===== config.mk =====
export PLATFORM = sky130hd
export DESIGN_NAME = instruction_fetcher
export DESIGN_NICKNAME = d
export VERILOG_FILES = /design/src/rtl/instruction_fetcher_pkg.sv /design/src/rtl/instruction_fetcher_queue.sv /design/src/rtl/instruction_fetcher.sv
export SDC_FILE = /design/constraint.sdc
export NUM_CORES = 1
export LEC_CHECK = 0
export ABC_AREA = 1
export BUFFER_PORTS_ARGS = -buffer_cell sky130_fd_sc_hd__buf_2
export CORE_MARGIN = 5
export CORE_UTILIZATION = 45
export DETAILED_ROUTE_END_ITERATION = 6
export GPL_ROUTABILITY_DRIVEN = 0
export GPL_TIMING_DRIVEN = 0
export PLACE_DENSITY = 0.76
export SYNTH_ARGS = -nofsm -noshare
export SYNTH_HDL_FRONTEND = slang
export SYNTH_SLANG_ARGS = --single-unit
export TNS_END_PERCENT = 50

===== constraint.sdc =====
create_clock -name clk -period 3.45 [get_ports clk]
set_clock_uncertainty 0.1 [all_clocks]
set_input_delay 0.1725 -clock clk [delete_from_list [all_inputs] [get_ports clk]]
set_output_delay 0.1725 -clock clk [all_outputs]
set_load 0.02 [all_outputs]

===== src/rtl/instruction_fetcher_pkg.sv =====
// Shared front-end definitions: RV32 opcode constants, default widths and
// the J-type immediate decoders used by both the fetcher and the decoder.
package instruction_fetcher_pkg;

    localparam int DEF_INST_WIDTH = 32;
    localparam int DEF_ADDR_WIDTH = 17;

    localparam logic [6:0] OPCODE_JAL    = 7'b1101111;
    localparam logic [6:0] OPCODE_JALR   = 7'b1100111;
    localparam logic [6:0] OPCODE_BRANCH = 7'b1100011;

    // Full J-type byte offset, bit 0 always zero.
    function automatic logic [20:0] j_imm(input logic [31:0] inst);
        return {inst[31], inst[19:12], inst[20], inst[30:21], 1'b0};
    endfunction

    // J-type offset expressed in instruction words (byte offset bits [20:2]).
    function automatic logic [18:0] j_word_offset(input logic [31:0] inst);
        return {inst[31], inst[19:12], inst[20], inst[30:22]};
    endfunction

endpackage


===== src/rtl/instruction_fetcher_queue.sv =====
// In-order instruction queue: synchronous FIFO with flush and a
// combinational head output. A push is refused while full even if a pop
// happens in the same cycle, so full stays a pure register decode.
module instruction_fetcher_queue #(
    parameter int DEPTH_LOG = 2,
    parameter int WIDTH     = 49
) (
    input  logic             clk,
    input  logic             rst,
    input  logic             flush_i,
    input  logic             push_i,
    input  logic [WIDTH-1:0] push_data_i,
    input  logic             pop_i,
    output logic [WIDTH-1:0] head_o,
    output logic             full_o,
    output logic             empty_o
);
    localparam int DEPTH = 1 << DEPTH_LOG;

    logic [WIDTH-1:0]     mem_q [DEPTH];
    logic [DEPTH_LOG-1:0] wr_ptr_q, wr_ptr_d;
    logic [DEPTH_LOG-1:0] rd_ptr_q, rd_ptr_d;
    logic [DEPTH_LOG:0]   count_q, count_d;
    logic                 do_push;
    logic                 do_pop;

    assign full_o  = (count_q == (DEPTH_LOG+1)'(DEPTH));
    assign empty_o = (count_q == '0);
    assign head_o  = mem_q[rd_ptr_q];

    assign do_push = push_i & ~full_o & ~flush_i;
    assign do_pop  = pop_i & ~empty_o & ~flush_i;

    // Next-state for pointers and occupancy; flush wins over push/pop.
    always_comb begin
        wr_ptr_d = wr_ptr_q;
        rd_ptr_d = rd_ptr_q;
        count_d  = count_q;
        if (flush_i) begin
            wr_ptr_d = '0;
            rd_ptr_d = '0;
            count_d  = '0;
        end else begin
            if (do_push) wr_ptr_d = wr_ptr_q + DEPTH_LOG'(1);
            if (do_pop)  rd_ptr_d = rd_ptr_q + DEPTH_LOG'(1);
            case ({do_push, do_pop})
                2'b10:   count_d = count_q + (DEPTH_LOG+1)'(1);
                2'b01:   count_d = count_q - (DEPTH_LOG+1)'(1);
                default: count_d = count_q;
            endcase
        end
    end

    // Storage and pointer registers; storage cleared on reset so the head reads 0.
    always_ff @(posedge clk) begin
        if (rst) begin
            wr_ptr_q <= '0;
            rd_ptr_q <= '0;
            count_q  <= '0;
            for (int i = 0; i < DEPTH; i++) mem_q[i] <= '0;
        end else begin
            wr_ptr_q <= wr_ptr_d;
            rd_ptr_q <= rd_ptr_d;
            count_q  <= count_d;
            if (do_push) mem_q[wr_ptr_q] <= push_data_i;
        end
    end

endmodule


===== src/rtl/instruction_fetcher.sv =====
// Instruction fetcher: owns the PC, presents it to the instruction cache
// every cycle, queues {pc, inst} on each hit, follows JAL statically and
// restarts from the back-end redirect address on a flush.
//
// Decoder handshake: out_valid is high whenever the queue holds an entry and
// out_pc/out_inst describe that head entry; the head is consumed on a cycle
// where rdy, out_valid and out_ready are all high and no redirect is present.
// out_valid never depends on out_ready.
module instruction_fetcher
    import instruction_fetcher_pkg::*;
#(
    parameter int                    INST_WIDTH      = DEF_INST_WIDTH,
    parameter int                    ADDR_WIDTH      = DEF_ADDR_WIDTH,
    parameter int                    QUEUE_DEPTH_LOG = 2,
    parameter logic [ADDR_WIDTH-1:0] RESET_PC        = '0
) (
    input  logic                  clk,
    input  logic                  rst,
    input  logic                  rdy,
    output logic [ADDR_WIDTH-1:0] inst_cache_read_addr,
    input  logic                  inst_cache_read_done,
    input  logic [INST_WIDTH-1:0] inst_cache_read_data,
    input  logic                  redirect_valid,
    input  logic [ADDR_WIDTH-1:0] redirect_addr,
    output logic                  out_valid,
    input  logic                  out_ready,
    output logic [INST_WIDTH-1:0] out_inst,
    output logic [ADDR_WIDTH-1:0] out_pc
);
    localparam int ENTRY_WIDTH = ADDR_WIDTH + INST_WIDTH;

    logic [ADDR_WIDTH-1:0]  pc_q, pc_d;
    logic                   q_full;
    logic                   q_empty;
    logic [ENTRY_WIDTH-1:0] q_head;
    logic                   accept;
    logic                   dequeue;
    logic                   flush;
    logic                   is_jal;
    logic [ADDR_WIDTH-1:0]  jal_target;
    logic [ADDR_WIDTH-1:0]  seq_target;

    // The cache sees the PC directly; it is held stable across a miss.
    assign inst_cache_read_addr = pc_q;

    assign flush   = rdy & redirect_valid;
    assign accept  = rdy & inst_cache_read_done & ~q_full & ~redirect_valid;
    assign dequeue = rdy & out_valid & out_ready & ~redirect_valid;

    // JAL target: word offset sign-extended (or truncated) to the PC width.
    assign is_jal     = (inst_cache_read_data[6:0] == OPCODE_JAL);
    assign jal_target = pc_q + ADDR_WIDTH'(signed'(j_word_offset(inst_cache_read_data[31:0])));
    assign seq_target = pc_q + ADDR_WIDTH'(1);

    // Next PC: redirect beats fetch; branches other than JAL fall through.
    always_comb begin
        pc_d = pc_q;
        if (flush) begin
            pc_d = redirect_addr;
        end else if (accept) begin
            pc_d = is_jal ? jal_target : seq_target;
        end
    end

    // PC register; reset overrides rdy and any pending redirect.
    always_ff @(posedge clk) begin
        if (rst) pc_q <= RESET_PC;
        else     pc_q <= pc_d;
    end

    instruction_fetcher_queue #(
        .DEPTH_LOG (QUEUE_DEPTH_LOG),
        .WIDTH     (ENTRY_WIDTH)
    ) u_queue (
        .clk         (clk),
        .rst         (rst),
        .flush_i     (flush),
        .push_i      (accept),
        .push_data_i ({pc_q, inst_cache_read_data}),
        .pop_i       (dequeue),
        .head_o      (q_head),
        .full_o      (q_full),
        .empty_o     (q_empty)
    );

    assign out_valid = ~q_empty;
    assign out_pc    = q_head[ENTRY_WIDTH-1:INST_WIDTH];
    assign out_inst  = q_head[INST_WIDTH-1:0];

endmodule


==> run summary <==
Status: completed
Mapped cell area: 0.01062 mm²
Hold_sp: inst_cache_read_done
Placeable Area: 0.02333 mm²
VDD IR max: 0.3133 mV
Die height: 163.6 µm
Final period utilization: 94.68%
Hold slack: 0.03412 ns
Global route overflow: 0
Crit Path Class: primary input to flip-flop
Post-Layout Inst Area: 0.01305 mm²
Sequential cell area fraction in the yosys report: 60.31%
Final setup violating endpoints: 0
Pins Over Slew Limit: 0
Final WL: 31.52 mm
R2r worst-path depth: 12
LEAKAGE: 0.005502 µW
Yosys reg bits: 222
Placed inst area: 0.01170 mm²
Global-route wire length before repair: 48.77 mm
Crit start category: primary input
Crit path top cell by count: nand2_1
Pre-antenna DRT Iters: 5
Worst skew pair latency: 0.53 ns
Total number of H-tree levels: 1
Die X: 163.6 µm
Initial core utilization: 45.53%
Avg Inst Size Synth: 9.326 µm²
Nets: 1421
Slowest library cell on the worst path: dlygate4sd3_1
Critical Path Source: inst_cache_read_data[4]
Num CTS Buffers: 25
HPWL after detailed placement: 20.52 mm
Peak per-stage delay on the critical path: 0.56 ns
R2R Setup Slk: 0.72 ns
Vias: 9136
Area leader, netlist: edfxtp_1
Cell Rows: 56
Max frequency: 0.3061 GHz
Hold endpoint: u_queue.wr_ptr_q[0]
Critical path buffer and inverter count: 8
Antenna diodes: 0
Synth top area cells: edfxtp_1 55%, nor2_1 11%, o21ai_0 5.3%, dfxtp_1 4.9%, nand2_1 4.5%
CP Max Fanout: 10
Final Power: 6166 µW
Min cycle time layout: 3.267 ns
Hold Crit Depth: 5
CP Cell Sequence: dlygate4sd3_1 > buf_2 > inv_1 > nand4_1 > buf_4 > buf_4 > clkbuf_1 > nor2_1 > ha_1 > nand2_1 > inv_1 > nand2_1 > nand2_1 > a21oi_1 > nand2_1 > nand2_1 > nand3_1 > nand2_1 > a21oi_1 > dlygate4sd3_1
Share of cells above drive strength 1: 14.93%
Gates resized, CTS repair: 0
Cells after Synth: 1139
Drt initial violations: 1145
Post-Synthesis Net Count: 1213
Final hold violations: 0
Root buffer cell: clkbuf_16
Clock sinks: 222
Antenna Violating Nets Remaining: 0
Vias per inst: 5.422
Worst R2R End: u_queue.mem_q[0][25]
Slew @ Worst Pin: 0.8582 ns
Cell variety after synth: 29
Vias in the first global route: 9105
Pwr dens: 472.4 mW/mm²
Area grow syn2layout: 22.87%
Max-cap violations: 0
DRC: 0
Post-synth top area share: 55.41%
Top-Level Pins: 122
Die area: 0.02678 mm²
R2r startpoint: u_queue.count_q[0]
Filler cells: 1979
Ys Warns: 0
CTS tree: built
Total track usage: 23.30%
Slew margin rel.: 42.78%
Largest net degree at the start of global routing: 50
Worst EP arrival: 3.57 ns
Crit-path leading delay family: buffers and inverters
WP data required: 3.75 ns
CTS Buffer Depth: 3
Initial antenna violation count: 0
# port buffers: 121
Clock transition at path regs: 0.06 ns
Hold Path Class: primary input to flip-flop
Crit. End Element: flip-flop
Layout Utilization: 55.94%
Wire per inst: 18.71 µm
## worst max path at each step
stage                     cells past startpoint                  endpoint  slack [ns]
after floorplan                              11       u_queue.mem_q[0][0]        0.64
after global placement                       11      u_queue.mem_q[0][21]       -0.42
after detailed placement                     17  inst_cache_read_addr[12]        0.33
after CTS                                    18  inst_cache_read_addr[16]       0.004
after global routing                         20  inst_cache_read_addr[16]      -0.002
final                                        20  inst_cache_read_addr[16]        0.18
## power by group
| part | internal [µW] | switching (µW) |
|---|---|---|
| clock | 1490 | 1080 |
| combinational | 173 | 344 |
| sequential | 3030 | 49.9 |
| total | 4690 | 1470 |
## synthesized netlist by cell type
master    number
nor2_1       308
edfxtp_1     196
nand2_1      126
o21ai_0      113
inv_1        108
o22ai_1       52
nor3_1        45
clkbuf_1      40
a21oi_1       31
dfxtp_1       26
nand3_1       22
ha_1          17
buf_2         13
buf_6         10
xor2_1         5
inv_2          4
or2_2          4
nor2_4         3
a31oi_1        2
fa_1           2
nand2_4        2
nand4_1        2
nor3b_1        2
clkinv_1       1
nand2_2        1
nand3b_1       1
nor4_1         1
o21a_1         1
xnor2_1        1
## cells in the final DEF (no fill, tap or decap), types with 3 or more instances in the layout
cell type	netlist	final
a21oi_1	31	31
nor2_1	308	308
dfxtp_1	26	26
o22ai_1	52	52
xor2_1	5	5
dlygate4sd3_1	0	55
buf_6	10	10
nand3_1	22	22
buf_2	13	134
buf_12	0	3
or2_2	4	3
clkbuf_16	0	25
edfxtp_1	196	196
clkinv_2	0	6
nand2_2	1	4
o21ai_0	113	113
ha_1	17	17
nor2_4	3	3
nand2_1	126	123
clkinv_1	1	4
inv_2	4	4
nor3_1	45	45
clkbuf_1	40	45
inv_1	108	108
## metrics by stage
stage               worst slack, ns  cells  setup TNS, ns
finish                       0.1835   1685              0
global route              -0.001985   1685      -0.001985
CTS                        0.004256   1683              0
detailed placement           0.3297   1582              0
global placement            -0.4189   1579         -48.64
floorplan                    0.6399   1139              0
## sequential cells by signal, summed over array words and instances (netlist names), named ones only
register,count
inst_cache_read_addr,17
u_queue.count_q,3
u_queue.mem_q,196
u_queue.rd_ptr_q,2
u_queue.wr_ptr_q,2
## what timing repair did
item,in CTS,in global routing
endpoints found under the setup margin,0,1
hold buffers,55,0
endpoints found under the hold margin,120,0
buffers inserted,0,2
## metal layers
metal / up-vias / GRT usage (%) / wire length [µm] / share of wire (%)
li1: 4248 / - / - / -
met1: 4342 / 31.00 / 12270 / 39
met2: 463 / 37.97 / 15150 / 48
met3: 83 / 4.290 / 2861 / 9.1
met4: 0 / 9.188 / 1235 / 3.9
met5: - / 0 / 0 / 0
## cells by family after synthesis
logic type / share of synthesized area, %
DFF: 60.31
and+or+nand+nor: 19.71
AOI/OAI and AO/OA: 10.04
xor gates and xnor gates: 0.4947
buffers and inverters: 7.079
adders and majority gates: 2.379
## layout make-up
class	instances	area [µm²]	area share [%]
Buffer	63	327.8	2.512
Clock buffer	30	644.4	4.937
Clock inverter	16	145.1	1.112
Inverter	113	424.2	3.250
Multi-Input combinational cell	741	3475	26.62
Sequential cell	222	6406	49.08
Tap cell	319	399.1	3.058
Timing Repair Buffer	181	1231	9.433
## worst reg2reg max path, stage by stage (launching register included)
cell and delay (ns):
dfxtp_1 0.38, inv_2 0.06, nand3_1 0.08, nand2_2 0.07
nor2_4 0.19, inv_2 0.12, nor2_4 0.11, inv_2 0.10
nor2_4 0.15, nand2_4 0.11, buf_6 0.17, nand2_2 0.44
buf_12 0.30
Power figures use the tool's default switching activity.
